File: config.mk
export PLATFORM = sky130hd
export DESIGN_NAME = cnn_pool_unit
export DESIGN_NICKNAME = d
export VERILOG_FILES = /design/src/rtl/cnn_pkg.sv /design/src/rtl/cnn_pool_lane.sv /design/src/rtl/cnn_pool_unit.sv
export SDC_FILE = /design/constraint.sdc
export NUM_CORES = 2
export LEC_CHECK = 0
export ABC_AREA = 1
export CAP_MARGIN = 15
export CORE_MARGIN = 2
export CORE_UTILIZATION = 34
export DETAILED_ROUTE_END_ITERATION = 16
export GPL_ROUTABILITY_DRIVEN = 0
export PLACE_DENSITY = 0.55
export SYNTH_ARGS = -nofsm -noshare
export SYNTH_HDL_FRONTEND = slang
export SYNTH_SLANG_ARGS = --single-unit
export TNS_END_PERCENT = 1
File: constraint.sdc
create_clock -name clk -period 10.2 [get_ports clk]
set_clock_uncertainty 0.05 [all_clocks]
set_input_delay 2.04 -clock clk [delete_from_list [all_inputs] [get_ports clk]]
set_output_delay 2.04 -clock clk [all_outputs]
set_load 0.05 [all_outputs]
File: src/rtl/cnn_pkg.sv
// cnn_pkg: shared types for the CNN datapath.
// Pooling mode, argmax history codes, pool FSM states.
package cnn_pkg;

   typedef enum logic {
      POOL_MAX = 1'b0,
      POOL_AVG = 1'b1
   } pool_mode_e;

   typedef enum logic [1:0] {
      P_IDLE = 2'd0,
      P_RUN  = 2'd1,
      P_DONE = 2'd2
   } pool_state_e;

   localparam logic [1:0] HIST_TL   = 2'b00;
   localparam logic [1:0] HIST_TR   = 2'b01;
   localparam logic [1:0] HIST_BL   = 2'b10;
   localparam logic [1:0] HIST_BR   = 2'b11;
   localparam logic [1:0] HIST_NONE = 2'b00;

   function automatic int clog2_min1(input int n);
      return (n > 1) ? $clog2(n) : 1;
   endfunction

endpackage

File: src/rtl/cnn_pool_lane.sv
// cnn_pool_lane: one channel of the 2x2/stride-2 pooling stage.
// Even-row pairs park in the line buffer and are finished on the odd row.
module cnn_pool_lane
   import cnn_pkg::*;
#(
   parameter int DW   = 16,
   parameter int IN_W = 28,
   parameter int XW   = 4
) (
   input  logic          clk,
   input  logic          rst_n,
   input  logic          pix_we,
   input  logic          row_odd,
   input  logic          col_odd,
   input  logic          avg,
   input  logic [XW-1:0] idx,
   input  logic [DW-1:0] in_px,
   output logic [DW-1:0] out_px,
   output logic [1:0]    out_hist
);

   localparam int SW = DW + 2;
   localparam int LB = IN_W / 2;

   logic signed [DW-1:0] px, hold, pair_max;
   logic signed [DW-1:0] res_max, res_avg;
   logic signed [SW-1:0] px_x, hold_x, pair_x;
   logic signed [SW-1:0] pair_sum, lb_rd, sum4;
   logic signed [SW-1:0] lb_data [LB];
   logic [1:0] lb_idx [LB];
   logic [1:0] lb_hist, pair_idx, res_idx;
   logic pair_gt, win_gt;

   // strict compares keep ties on the earlier raster pixel
   always_comb begin
      px       = in_px;
      px_x     = {{2{px[DW-1]}}, px};
      hold_x   = {{2{hold[DW-1]}}, hold};
      pair_gt  = px > hold;
      pair_max = pair_gt ? px : hold;
      pair_x   = {{2{pair_max[DW-1]}}, pair_max};
      pair_idx = row_odd ? (pair_gt ? HIST_BR : HIST_BL)
                         : (pair_gt ? HIST_TR : HIST_TL);
      pair_sum = px_x + hold_x;
      lb_rd    = lb_data[idx];
      lb_hist  = lb_idx[idx];
      sum4     = lb_rd + pair_sum;
      win_gt   = pair_x > lb_rd;
      res_max  = win_gt ? pair_max : lb_rd[DW-1:0];
      res_idx  = win_gt ? pair_idx : lb_hist;
      res_avg  = DW'(sum4 >>> 2);
   end

   always_ff @(posedge clk) begin
      if (pix_we && col_odd && !row_odd) begin
         lb_data[idx] <= avg ? pair_sum : pair_x;
         lb_idx[idx]  <= avg ? HIST_NONE : pair_idx;
      end
   end

   always_ff @(posedge clk or negedge rst_n) begin
      if (!rst_n) begin
         hold     <= '0;
         out_px   <= '0;
         out_hist <= '0;
      end else if (pix_we) begin
         if (!col_odd) begin
            hold <= px;
         end else if (row_odd) begin
            out_px   <= avg ? res_avg : res_max;
            out_hist <= avg ? HIST_NONE : res_idx;
         end
      end
   end

endmodule

File: src/rtl/cnn_pool_unit.sv
// cnn_pool_unit: streaming 2x2/stride-2 max/average pooling, C lanes.
// Owns raster counters, frame FSM and output addressing.
module cnn_pool_unit
   import cnn_pkg::*;
#(
   parameter int DW   = 16,
   parameter int C    = 6,
   parameter int IN_W = 28,
   parameter int IN_H = 28,
   parameter int AW   = 16
) (
   input  logic          clk,
   input  logic          rst_n,
   input  logic          clr,
   input  logic          mode,
   input  logic          in_valid,
   input  logic [C*DW-1:0] in_data,
   output logic          out_valid,
   output logic [C*DW-1:0] out_data,
   output logic [C*2-1:0]  out_hist,
   output logic [AW-1:0] out_addr,
   output logic          busy,
   output logic          frame_done
);

   localparam int CW = clog2_min1(IN_W);
   localparam int RW = clog2_min1(IN_H);
   localparam int XW = clog2_min1(IN_W / 2);
   localparam logic [CW-1:0] COL_LAST = CW'(IN_W - 1);
   localparam logic [RW-1:0] ROW_LAST = RW'(IN_H - 1);
   localparam bit ODD_W = (IN_W % 2) == 1;
   localparam bit ODD_H = (IN_H % 2) == 1;

   pool_state_e state, state_nx;
   pool_mode_e mode_q, mode_cur;
   logic [CW-1:0] col, cur_col;
   logic [RW-1:0] row, cur_row;
   logic [XW-1:0] idx;
   logic [AW-1:0] wr_addr;
   logic accept, start, last, skip, use_px, fire;

   // a pixel arriving outside RUN opens a new frame at (0,0)
   always_comb begin
      accept   = in_valid && !clr;
      start    = accept && (state != P_RUN);
      cur_col  = start ? '0 : col;
      cur_row  = start ? '0 : row;
      mode_cur = start ? pool_mode_e'(mode) : mode_q;
      last     = accept && (cur_col == COL_LAST)
                 && (cur_row == ROW_LAST);
      skip     = (ODD_W && (cur_col == COL_LAST))
                 || (ODD_H && (cur_row == ROW_LAST));
      use_px   = accept && !skip;
      fire     = use_px && cur_row[0] && cur_col[0];
      idx      = XW'(cur_col >> 1);
   end

   always_ff @(posedge clk or negedge rst_n) begin
      if (!rst_n) state <= P_IDLE;
      else        state <= state_nx;
   end

   always_comb begin
      state_nx = state;
      if (clr)                  state_nx = P_IDLE;
      else if (last)            state_nx = P_DONE;
      else if (start)           state_nx = P_RUN;
      else if (state == P_DONE) state_nx = P_IDLE;
   end

   always_comb begin
      busy       = (state == P_RUN);
      frame_done = (state == P_DONE);
   end

   always_ff @(posedge clk or negedge rst_n) begin
      if (!rst_n) begin
         col       <= '0;
         row       <= '0;
         mode_q    <= POOL_MAX;
         wr_addr   <= '0;
         out_addr  <= '0;
         out_valid <= 1'b0;
      end else begin
         out_valid <= 1'b0;
         if (clr) begin
            col     <= '0;
            row     <= '0;
            wr_addr <= '0;
         end else if (accept) begin
            if (start) begin
               mode_q   <= pool_mode_e'(mode);
               wr_addr  <= '0;
               out_addr <= '0;
            end
            if (cur_col == COL_LAST) begin
               col <= '0;
               row <= (cur_row == ROW_LAST) ? '0 : cur_row + 1'b1;
            end else begin
               col <= cur_col + 1'b1;
               row <= cur_row;
            end
            if (fire) begin
               out_valid <= 1'b1;
               out_addr  <= wr_addr;
               wr_addr   <= wr_addr + 1'b1;
            end
         end
      end
   end

   for (genvar k = 0; k < C; k++) begin : g_lane
      cnn_pool_lane #(
         .DW  (DW),
         .IN_W(IN_W),
         .XW  (XW)
      ) u_lane (
         .clk     (clk),
         .rst_n   (rst_n),
         .pix_we  (use_px),
         .row_odd (cur_row[0]),
         .col_odd (cur_col[0]),
         .avg     (mode_cur == POOL_AVG),
         .idx     (idx),
         .in_px   (in_data[k*DW +: DW]),
         .out_px  (out_data[k*DW +: DW]),
         .out_hist(out_hist[k*2 +: 2])
      );
   end

endmodule

==> flow_metrics.env <==
export IMPL_cts_num_sinks=1776
export IMPL_path_depth=25
export IMPL_worstMarginPinSlew_ns=1.171
export IMPL_p_clk_share_pct=31.8
export IMPL_cp_slowest_cell="nor2_4"
export IMPL_final_area_sq_um=97770
export IMPL_swShare_pct=33.38
export IMPL_dieHeight_um=504.5
export IMPL_ys_warn_count=0
export IMPL_synth_edff_count=1526
export IMPL_min_from="g_lane[0].u_lane.out_hist[1]$_DFFE_PN0P_"
export IMPL_synth_top_flop_cell="edfxtp_1"
export IMPL_critPathRequiredTime_ns=10.87
export IMPL_async_reset_ff_share_pct=14.08
export IMPL_overflow=0
export IMPL_power_leakage_nw=37.51
export IMPL_antenna_found_initial=7
export IMPL_port_buffers=227
export IMPL_clockBufferDepth=3
export IMPL_regArea_sq_um=52080
export IMPL_drive_above_1_share_pct=6.924
export IMPL_first_pass_iters=6
export IMPL_p_comb_share_pct=26.3
export IMPL_clkLatencyLatePin_ns=0.85
export IMPL_outcome="finished clean"
export IMPL_synth_top_cell_area_share_pct=53.80
export IMPL_grt_max_degree=126
export IMPL_synth_most_common_cell="edfxtp_1"
export IMPL_final_setup_viol_count=0
export IMPL_path_buf_inv=5
export IMPL_fin_crit_ns=7.920
export IMPL_ys_types=67
export IMPL_nets=8603
export IMPL_slew_violations=0
export IMPL_critical_path_most_common_cell="nand2_1"
export IMPL_synth_fp_nets=8370
export IMPL_coreArea_sq_um=248900
export IMPL_root_buffer="clkbuf_16"
export IMPL_ys_seq_area_share_pct=61.15
export IMPL_dp_cells=11230
export IMPL_total_power_mw=21.12
export IMPL_pwr_share_seq_pct=41.9
export IMPL_path_clk_slew_ns=0.06
export IMPL_cp_start_kind="input port"
export IMPL_via_per_inst=5.415
export IMPL_cts_tree="built"
export IMPL_dp_hpwl_um=172800
export IMPL_slew_headroom_pct=21.44
export IMPL_p_per_area_nw_per_um2=216.0
export IMPL_postPlaceCellArea_sq_um=91650
export IMPL_synth_cell_area_sq_um=85170
export IMPL_ant_nets=0
export IMPL_syn_inst=7870
export IMPL_grt_pass1_vias=60750
export IMPL_fillers=23800
export IMPL_timing_final_hold_violations=0
export IMPL_holdWs_ns=0.4328
export IMPL_io_pins=228
export IMPL_r2r_end="g_lane[3].u_lane.out_px[14]$_DFFE_PN0P_"
export IMPL_final_cells=11600
export IMPL_dieArea_sq_um=254500
export IMPL_critPathMaxStageDelay_ns=0.89
export IMPL_intPower_mw=14.07
export IMPL_r2r_setup_slack_ns=3.49
export IMPL_wl_per_cell_um=24.01
export IMPL_cts_resized=0
export IMPL_start_util_pct=34.22
export IMPL_drc=0
export IMPL_crit_path_end_kind="flop"
export IMPL_dieWidth_um=504.5
export IMPL_multi_input_area_sq_um=29170
export IMPL_cp_arrival_ns=8.59
export IMPL_max_freq_mhz=126.3
export IMPL_drtIter0Drc=6461
export IMPL_rr_startpoint="state[1]$_DFFE_PN0P_"
export IMPL_critPathTopFamily="simple AND/OR/NAND/NOR gates"
export IMPL_crit_type="in2reg"
export IMPL_reg2regPathDepth=25
export IMPL_hold_path_class="reg2reg"
export IMPL_grt_usage_pct=21.28
export IMPL_fp_row_count=183
export IMPL_syn_area_per_cell_sq_um=10.82
export IMPL_grt_pass1_wl_um=409100
export IMPL_finalCritPeriodShare_pct=77.65
export IMPL_synth_common_cells="1526 x edfxtp_1, 1465 x nand2_1, 677 x nor2_1, 605 x inv_1, 593 x a21oi_1"
export IMPL_drv_cap=0
export IMPL_hold_depth=1
export IMPL_h_tree_depth=4
export IMPL_cts_made_buffers=183
export IMPL_synth_largest_area_cell="edfxtp_1"
export IMPL_synth_seq_cells=1776
export IMPL_min_to="g_lane[0].u_lane.out_hist[1]$_DFFE_PN0P_"
export IMPL_crit_fanout=73
export IMPL_areaGrowthSynthToFinish_pct=14.80
export IMPL_rsz0062_at_grt="no"
export IMPL_postCtsSetupBuffers=0
export IMPL_yosys_top_cells_area="edfxtp_1 54%, dfrtp_1 7.3%, nand2_1 6.5%"
export IMPL_power_switching_mw=7.049
export IMPL_peakVddDrop_mv=0.1774
export IMPL_via_count=62790
export IMPL_postCtsHoldBufs=0
export IMPL_finalSetupTns_ns=0
export IMPL_wirelength_um=278500
-- layer usage --
| metal | GRT usage [%] | vias up | wire, um |
|---|---|---|---|
| met5 | 0 | - | 13 |
| met4 | 5.914 | 2 | 8176 |
| met3 | 2.720 | 335 | 17860 |
| met2 | 34.87 | 2435 | 131000 |
| met1 | 29.55 | 31290 | 121400 |
| li1 | - | 28730 | - |
-- final cells by class --
class | instances | area share, %
Multi-Input combinational cell | 5107 | 29.83
Sequential cell | 1776 | 53.27
Tap cell | 3330 | 4.261
Antenna cell | 5 | 0.01280
Clock inverter | 103 | 1.051
Timing Repair Buffer | 406 | 4.090
Clock buffer | 240 | 5.050
Inverter | 629 | 2.438
-- layout by cell type, fill, tap and decap left out, types with 122 or more instances in the layout --
cell             count
a21oi_1            593
a22oi_1            532
a31oi_1            122
buf_4              141
clkbuf_16          186
clkdlybuf4s50_1    226
dfrtp_1            250
edfxtp_1          1526
ha_1               393
inv_1              604
nand2_1           1465
nand3_1            240
nand4_1            129
nor2_1             663
o21ai_0            311
-- registers in the layout (all words and copies together), names as in the netlist, 2 cells and up --
register,count
g_lane.u_lane.hold,96
g_lane.u_lane.out_hist,12
g_lane.u_lane.lb_data,1428
wr_addr,16
g_lane.u_lane.out_px,96
g_lane.u_lane.lb_idx,98
out_addr,16
row,5
state,2
col,5
-- through the flow --
step | util, % | setup WS [ns]
6_report | 39.28 | 2.280
5_1_grt | 39.28 | 1.929
4_1_cts | 39.22 | 2.410
3_5_place_dp | 36.83 | 1.547
3_3_place_gp | 36.79 | 1.618
2_1_floorplan | - | 1.494
-- logic make-up after synthesis --
kind of cell | count (synthesis) | share of synthesized area, %
AOI/OAI and AO/OA | 1870 | 13.52
xor gates and xnor gates | 111 | 1.141
adders and majority gates | 399 | 5.915
buffers and inverters | 987 | 4.791
DFF | 1776 | 61.15
and+or+nand+nor | 2727 | 13.48
-- power by group through the flow --
stage,clock network (mW),logic (mW),registers [mW]
2_1_floorplan,0,3.46,9.08
3_3_place_gp,0,5.32,9.01
3_5_place_dp,0,5.42,9.01
4_1_cts,6.82,5.44,8.86
5_1_grt,7.10,6.16,8.86
6_report,6.72,5.56,8.85
-- how the worst max path moves through the flow --
stage	startpoint	endpoint	slack [ns]
floorplan	in_valid	g_lane[0].u_lane.lb_data[0][0]$_DFFE_PP_	1.49
global placement	clr	g_lane[1].u_lane.out_px[12]$_DFFE_PN0P_	1.62
detailed placement	clr	g_lane[3].u_lane.out_px[14]$_DFFE_PN0P_	1.55
CTS	clr	g_lane[3].u_lane.out_px[14]$_DFFE_PN0P_	2.41
global route	clr	g_lane[3].u_lane.out_px[10]$_DFFE_PN0P_	1.93
finish	clr	g_lane[3].u_lane.out_px[14]$_DFFE_PN0P_	2.28
No activity file was read; power rests on OpenSTA's default activity.
